--- src/rtl/host_bus_responder.sv ---
// rtl/host_bus_responder.sv - host end of the 6502 socket bus: phi0 generation, memory port, read/write service
// Optional 1MHz clock stretch for slow I/O is enabled by defining HOST_1MHZ_STRETCH_EN.
module host_bus_responder #(
  parameter int DIV = 4
) (
  input  logic        hsclk,
  input  logic        resetb,
  output logic        bbc_phi0,
  input  logic [15:0] bbc_a,
  input  logic        bbc_rnw,
  input  logic        bbc_sync,
  input  logic [7:0]  bbc_d_in,
  output logic [7:0]  bbc_d_out,
  output logic        bbc_d_oe,
  output logic [15:0] mem_addr,
  output logic        mem_re,
  input  logic [7:0]  mem_rdata,
  output logic        mem_we,
  output logic [7:0]  mem_wdata,
  output logic        slow_cyc
);

  localparam logic [3:0] HC_LAST = 4'(DIV - 1);
  localparam logic [5:0] M_LAST  = 6'(4 * DIV - 1);

  typedef enum logic [1:0] {
    ST_LOW          = 2'd0,
    ST_HIGH         = 2'd1,
    ST_HIGH_STRETCH = 2'd2
  } state_t;

  state_t      r_state;
  state_t      w_state_nxt;
  logic [3:0]  r_hc;
  logic [3:0]  w_hc_nxt;
  logic [5:0]  r_m;
  logic        w_hc_last;
  logic        w_m_last;
  logic        w_rise;
  logic        w_fall;
  logic        w_slow;

  logic [15:0] r_addr;
  logic        r_rnw;
  logic        r_sync;
  logic        r_mem_re;
  logic        r_mem_we;
  logic [7:0]  r_wdata;
  logic        r_rd_live;
  logic [7:0]  r_d_out;
  logic        r_oe;
  logic        w_unused_sync;

  assign w_hc_last = (r_hc == HC_LAST);
  assign w_m_last  = (r_m == M_LAST);

  always_comb begin
    w_state_nxt = r_state;
    w_hc_nxt    = r_hc + 4'd1;
    case (r_state)
      ST_LOW: begin
        if (w_hc_last) begin
          w_state_nxt = ST_HIGH;
          w_hc_nxt    = '0;
        end
      end
      ST_HIGH: begin
        if (w_hc_last) begin
          w_hc_nxt = '0;
          // a slow cycle whose nominal end already lands on the 1MHz edge needs no stretch
          if (w_slow && !w_m_last) w_state_nxt = ST_HIGH_STRETCH;
          else                     w_state_nxt = ST_LOW;
        end
      end
      ST_HIGH_STRETCH: begin
        w_hc_nxt = '0;
        if (w_m_last) w_state_nxt = ST_LOW;
      end
      default: begin
        w_state_nxt = ST_LOW;
        w_hc_nxt    = '0;
      end
    endcase
  end

  assign w_rise = (r_state == ST_LOW) && w_hc_last;
  assign w_fall = (r_state != ST_LOW) && (w_state_nxt == ST_LOW);

  always_ff @(posedge hsclk) begin
    if (!resetb) begin
      r_state   <= ST_LOW;
      r_hc      <= '0;
      r_m       <= '0;
      r_addr    <= '0;
      r_rnw     <= 1'b1;
      r_sync    <= 1'b0;
      r_mem_re  <= 1'b0;
      r_mem_we  <= 1'b0;
      r_wdata   <= '0;
      r_rd_live <= 1'b0;
      r_d_out   <= '0;
      r_oe      <= 1'b0;
    end else begin
      r_state   <= w_state_nxt;
      r_hc      <= w_hc_nxt;
      r_m       <= w_m_last ? 6'd0 : r_m + 6'd1;
      r_mem_re  <= 1'b0;
      r_mem_we  <= 1'b0;
      r_rd_live <= r_mem_re;
      if (r_rd_live) r_d_out <= mem_rdata;
      if (r_mem_re)  r_oe    <= 1'b1;
      if (w_rise) begin
        r_addr   <= bbc_a;
        r_rnw    <= bbc_rnw;
        r_sync   <= bbc_sync;
        r_mem_re <= bbc_rnw;
      end
      if (w_fall) begin
        r_oe <= 1'b0;
        if (!r_rnw) begin
          r_mem_we <= 1'b1;
          r_wdata  <= bbc_d_in;
        end
      end
    end
  end

`ifdef HOST_1MHZ_STRETCH_EN
  logic r_slow;
  logic w_slow_dec;

  assign w_slow_dec = (bbc_a[15:9] == 7'h7E)  ||
                      (bbc_a[15:5] == 11'h7F0) ||
                      (bbc_a[15:6] == 10'h3F9) ||
                      (bbc_a[15:5] == 11'h7F6);

  always_ff @(posedge hsclk) begin
    if (!resetb)     r_slow <= 1'b0;
    else if (w_rise) r_slow <= w_slow_dec;
    else if (w_fall) r_slow <= 1'b0;
  end

  assign w_slow = r_slow;
`else
  assign w_slow = 1'b0;
`endif

  assign w_unused_sync = r_sync;

  // read data passes straight through while it is fresh, then the captured copy is held
  assign bbc_d_out = r_rd_live ? mem_rdata : r_d_out;
  assign bbc_d_oe  = r_oe;
  assign bbc_phi0  = (r_state != ST_LOW);
  assign mem_addr  = r_addr;
  assign mem_re    = r_mem_re;
  assign mem_we    = r_mem_we;
  assign mem_wdata = r_wdata;
  assign slow_cyc  = w_slow;

endmodule

--- config.mk ---
export PLATFORM = sky130hd
export DESIGN_NAME = host_bus_responder
export DESIGN_NICKNAME = d
export VERILOG_FILES = /design/src/rtl/host_bus_responder.sv
export SDC_FILE = /design/constraint.sdc
export NUM_CORES = 1
export LEC_CHECK = 0
export CAP_MARGIN = 15
export CORE_MARGIN = 10
export CORE_UTILIZATION = 43
export DETAILED_ROUTE_END_ITERATION = 6
export MAX_ROUTING_LAYER = met4
export PLACE_DENSITY_LB_ADDON = 0.12
export SETUP_SLACK_MARGIN = 0.2
export SLEW_MARGIN = 20
export SYNTH_ARGS = -nofsm -noshare
export SYNTH_HDL_FRONTEND = slang
export SYNTH_SLANG_ARGS = --single-unit
--- constraint.sdc ---
create_clock -name hsclk -period 2.4 [get_ports hsclk]
set_input_delay 0.36 -clock hsclk [delete_from_list [all_inputs] [get_ports hsclk]]
set_output_delay 0.36 -clock hsclk [all_outputs]
set_load 0.03 [all_outputs]
==> flow_summary.json, run 1 <==
{
  "outcome": "finished clean",
  "ys_warn_count": 0,
  "p_int_mw": 1.14,
  "critPathRequiredTime_ps": 2040,
  "drt_first_pass_iters": 4,
  "tns_ps": 0,
  "htree_num_levels": 2,
  "gp_congestion": 0.694,
  "wl_mm": 4.22,
  "cts-hold-fix-buffers": 0,
  "setup_viol": 0,
  "drc": 0,
  "synth_edf_count": 0,
  "grt_remaining_overflow": 0,
  "setup_slack_ps": 332,
  "drv_slew": 0,
  "core_um2": 4090,
  "synthArstFlopShare_pct": 0,
  "drt_iter0_drc": 54,
  "portBuffers": 70,
  "dieHeight_um": 85.7,
  "fin_crit_ps": 2070,
  "numCtsBuffers": 5,
  "start_kind": "flip-flop",
  "synth_cells": 193,
  "grt_pass1_wl_mm": 6.96,
  "synth_flop_cell": "dfxtp_1",
  "p_leak_nw": 0.993,
  "dieArea_um2": 7340,
  "period_share_pct": 86.2,
  "worstHoldPathType": "reg -> reg",
  "grt_start_max_net_pins": 26,
  "path_clk_slew_ps": 90,
  "cts_tree": "done",
  "io_pins": 73,
  "antenna_left": 0,
  "fmax_mhz": 483,
  "yosysSeqAreaShare_pct": 52.9,
  "combinationalPowerShare_pct": 12.3,
  "worstSetupPathType": "reg -> out",
  "via_per_inst": 4.59,
  "final_cell_mix": "clkdlybuf4s50_1 (70), nand2_1 (53), dfxtp_1 (48)",
  "grt_pass1_vias": 1448,
  "grt_setup_unrepaired": "false",
  "crit_fanout": 8,
  "cts_root_buf": "clkbuf_8",
  "grt_util_all_layers_pct": 12.0,
  "pre_cts_ws_ps": 401,
  "power.net_switching_mw": 0.383,
  "seqPwrFrac_pct": 55.7,
  "relSlewSlack_pct": 59.9,
  "cts_setup_buffers": 0,
  "netlist_area_um2": 1860,
  "ys_types": 31,
  "finalHoldViolCount": 0,
  "synth-seq-cells": 49,
  "arrival_ps": 1710,
  "start_util_pct": 45.4,
  "antenna_found_initial": 0,
  "cts_max_path_buffers": 2,
  "avgRoutedWirePerCell_um": 13.4,
  "via_count": 1441,
  "max-vdd-ir-drop_uv": 428,
  "rows": 23,
  "ctsResizeCount": 1,
  "tightest_slew_ps": 600,
  "maxCapViolCount": 0,
  "endpoint_kind": "primary output",
  "holdWs_ps": 452,
  "drive_above_1_share_pct": 9.47,
  "power.density_nw_per_um2": 568,
  "die_x_um": 85.7,
  "cts_sinks": 49,
  "layout-area-overhead-vs-synth_pct": 44.9,
  "swShare_pct": 25.1,
  "synth_area_per_cell_um2": 9.61,
  "clkPwrFrac_pct": 32.0,
  "syn-num-nets": 231,
  "nets": 301,
  "clock_skew_ps": 7.11,
  "final_common_cell": "clkdlybuf4s50_1",
  "n_antenna_cell": 0,
  "fin_area_um2": 2690,
  "insertion_delay_ps": 300,
  "fin_util_pct": 65.8,
  "hpwl_mm": 3.14,
  "place_area_um2": 2600
}
[critical path, cell delays in order, from the launching register on]
cell and delay [ps]:
dfxtp_2 430, mux2_2 360, clkdlybuf4s50_1 600
[cell type report]
cell class | count | area [um^2]
Multi-Input combinational cell | 133 | 827
Tap cell | 50 | 62.6
Clock buffer | 5 | 68.8
Clock inverter | 3 | 21.3
Inverter | 1 | 3.75
Sequential cell | 49 | 982
Timing Repair Buffer | 73 | 723
Fill cell | 353 | 1400
[stage by stage]
step / instances / total power, mW
global placement: 306 / 1.06
finish: 314 / 1.53
global route: 314 / 1.59
floorplan: 193 / 0.960
detailed placement: 306 / 1.06
CTS: 314 / 1.55
[cell usage after synthesis, types with 2 or more instances]
cell / number / area, um^2
mux2i_1: 8 / 80.1
xnor2_1: 2 / 17.5
clkbuf_1: 7 / 26.3
nand3_1: 3 / 15.0
dfxtp_1: 49 / 981
buf_2: 2 / 10.0
a21boi_0: 15 / 113
and3_1: 2 / 12.5
mux2_2: 8 / 90.1
xor2_1: 4 / 35.0
nor2_1: 7 / 26.3
nor3b_1: 2 / 15.0
and2_1: 12 / 75.1
nand2_1: 53 / 199
nand2b_1: 2 / 12.5
ha_1: 2 / 25.0
[cells by family (layout without fill, tap and decap cells)]
logic type / after synthesis / count (layout) / synth area share, %
compound gates: 20 / 20 / 8.50
xor+xnor: 6 / 6 / 2.83
fa+ha+maj: 2 / 2 / 1.35
buf+inv: 11 / 82 / 2.56
flops: 49 / 49 / 52.9
mux: 16 / 16 / 9.17
other cells: 1 / 1 / 0.202
simple gates: 88 / 88 / 22.5
[flip-flops by register name (all words and copies together), names as in the netlist]
| register | cells |
|---|---|
| bbc_d_oe | 1 |
| mem_addr | 16 |
| mem_re | 1 |
| mem_wdata | 8 |
| mem_we | 1 |
| r_d_out | 8 |
| r_hc | 4 |
| r_m | 6 |
| r_rd_live | 1 |
| r_rnw | 1 |
| r_state | 2 |
[power by group through the flow]
stage	logic [mW]	clock network (mW)	registers, mW
finish	0.189	0.489	0.850
global route	0.207	0.530	0.854
detailed placement	0.190	0	0.870
CTS	0.191	0.506	0.851
global placement	0.188	0	0.869
floorplan	0.0694	0	0.891
[per-layer routing]
layer	GRT usage (%)	routed length [um]
met4	4.49	59
met1	13.9	1940
met2	18.1	1940
met5	-	0
met3	5.11	282
[path summary, 6_finish.rpt]
kind	slack [ps]	cells after the start	endpoint	startpoint
hold / removal	450	1	r_m[0]	r_m[0]
setup / recovery	330	2	bbc_d_out[1]	r_rd_live
hold reg to reg	450	1	r_m[0]	r_m[0]
setup reg to reg	520	5	mem_wdata[1]	r_m[0]
Note: power is estimated with default switching activity, not from simulation.
==> run 2, diff against run 1 <==
==> constraint.sdc (replaced) <==
create_clock -name hsclk -period 2.4 [get_ports hsclk]
set_input_delay 0.24 -clock hsclk [delete_from_list [all_inputs] [get_ports hsclk]]
set_output_delay 0.24 -clock hsclk [all_outputs]
set_load 0.03 [all_outputs]
==> flow_summary.json, run 2 (synthesis gave the netlist of run 1 again) <==
{
  "p_total_mw": 1.57,
  "tns_ps": 0,
  "portBuffers": 70,
  "via_per_inst": 4.69,
  "ctsResizeCount": 0,
  "die_x_um": 85.7,
  "setup_viol": 0,
  "core_um2": 4090,
  "cts-hold-fix-buffers": 0,
  "drt_first_pass_iters": 4,
  "finalHoldViolCount": 0,
  "fin_crit_ps": 2050,
  "multi_input_area_um2": 827,
  "dieArea_um2": 7340,
  "power.density_nw_per_um2": 577,
  "cts_max_path_buffers": 2,
  "final_cell_mix": "clkdlybuf4s50_1 (70), nand2_1 (53), dfxtp_1 (49)",
  "p_leak_nw": 1.01,
  "via_count": 1473,
  "max-vdd-ir-drop_uv": 498,
  "layout-area-overhead-vs-synth_pct": 46.1,
  "n_antenna_cell": 0,
  "grt_setup_unrepaired": "false",
  "relSlewSlack_pct": 61.7,
  "r2r-start": "r_m[0]",
  "worstReg2RegEnd": "mem_wdata[0]",
  "fin_cells": 314,
  "outcome": "finished clean",
  "antenna_found_initial": 0,
  "maxCapViolCount": 0,
  "grt_util_all_layers_pct": 11.7,
  "drc": 0,
  "rows": 23,
  "seq_area_um2": 981,
  "hpwl_mm": 3.15,
  "avgRoutedWirePerCell_um": 13.3,
  "endpoint_kind": "primary output",
  "min_path_cells": 1,
  "worstHoldPathType": "reg -> reg",
  "clock_skew_ps": 3.70,
  "tightest_slew_ps": 573,
  "wl_mm": 4.18,
  "grt_remaining_overflow": 0,
  "start_util_pct": 45.4,
  "holdWs_ps": 451,
  "worstSetupPathType": "reg -> out",
  "drive_above_1_share_pct": 9.09,
  "grt_pass1_vias": 1438,
  "reg2regPathDepth": 5,
  "crit_fanout": 8,
  "crit_end": "bbc_d_out[3]",
  "grt_start_max_net_pins": 29,
  "cts_setup_buffers": 0,
  "io_pins": 73,
  "arrival_ps": 1810,
  "cts_sinks": 49,
  "min-delay-start": "r_m[0]",
  "worstSetupStartpoint": "r_rd_live",
  "cts_root_buf": "clkbuf_8",
  "gp_congestion": 0.705,
  "cts_tree": "done",
  "drv_slew": 0,
  "antenna_left": 0,
  "nets": 301,
  "period_share_pct": 85.5,
  "start_kind": "flip-flop",
  "htree_num_levels": 2,
  "ff2ff_setup_slack_ps": 540,
  "fin_area_um2": 2710,
  "nFillCells": 346,
  "place_area_um2": 2610,
  "fmax_mhz": 487,
  "grt_pass1_wl_mm": 6.79,
  "drt_iter0_drc": 32,
  "numCtsBuffers": 5,
  "path_clk_slew_ps": 80,
  "largest_reg_flops": 16,
  "dpl.cell_count": 306,
  "insertion_delay_ps": 290,
  "dieHeight_um": 85.7,
  "critPathRequiredTime_ps": 2160,
  "final_common_cell": "clkdlybuf4s50_1"
}
-- run 2: cell count changes in the layout (fill, tap and decap cells not counted), sizes merged --
cell | before | now
clkbuf | 5 | 7
inv | 2 | 1
clkinvlp | 1 | 0
-- run 2: layout make-up --
cell class | instances | share of cell area (%)
Sequential cell | 49 | 36.2
Inverter | 1 | 0.138
Multi-Input combinational cell | 133 | 30.5
Tap cell | 50 | 2.31
Clock inverter | 1 | 0.185
Timing Repair Buffer | 73 | 27.1
Clock buffer | 7 | 3.55
-- run 2: metal layers --
layer  part of all wire (%)  up-vias  routed length, um  GRT usage (%)
met5                      0        -                  0              -
met4                    1.2        0                 50           4.04
met3                    6.2        5                261           5.20
met2                     46       36               1940           18.2
met1                     46      669               1940           13.1
li1                       -      763                  -              -
-- run 2: power by group --
part / leakage (nW) / switching [mW] / total, mW / internal, mW
sequential: 0.397 / 0.0143 / 0.851 / 0.836
combinational: 0.556 / 0.0884 / 0.192 / 0.103
clock: 0.0542 / 0.263 / 0.523 / 0.261
total: 1.01 / 0.365 / 1.57 / 1.20
-- run 2: how the worst min path moves through the flow --
stage / end / slack, ps
6_report: r_m[0] / 450
5_1_grt: mem_addr[7] / 470
4_1_cts: r_m[0] / 450
3_5_place_dp: r_m[0] / 440
3_3_place_gp: r_m[0] / 430
2_1_floorplan: r_rnw / 360
-- run 2: critical path, stage by stage, from the launching register on --
cell and delay [ps]:
dfxtp_1 530, mux2_2 390, clkdlybuf4s50_1 600
-- run 2: through the flow --
step | setup WS [ps] | utilization [%]
detailed placement | 546 | 63.9
global route | 232 | 66.4
global placement | 554 | 63.9
floorplan | 688 | -
finish | 347 | 66.4
CTS | 295 | 66.4
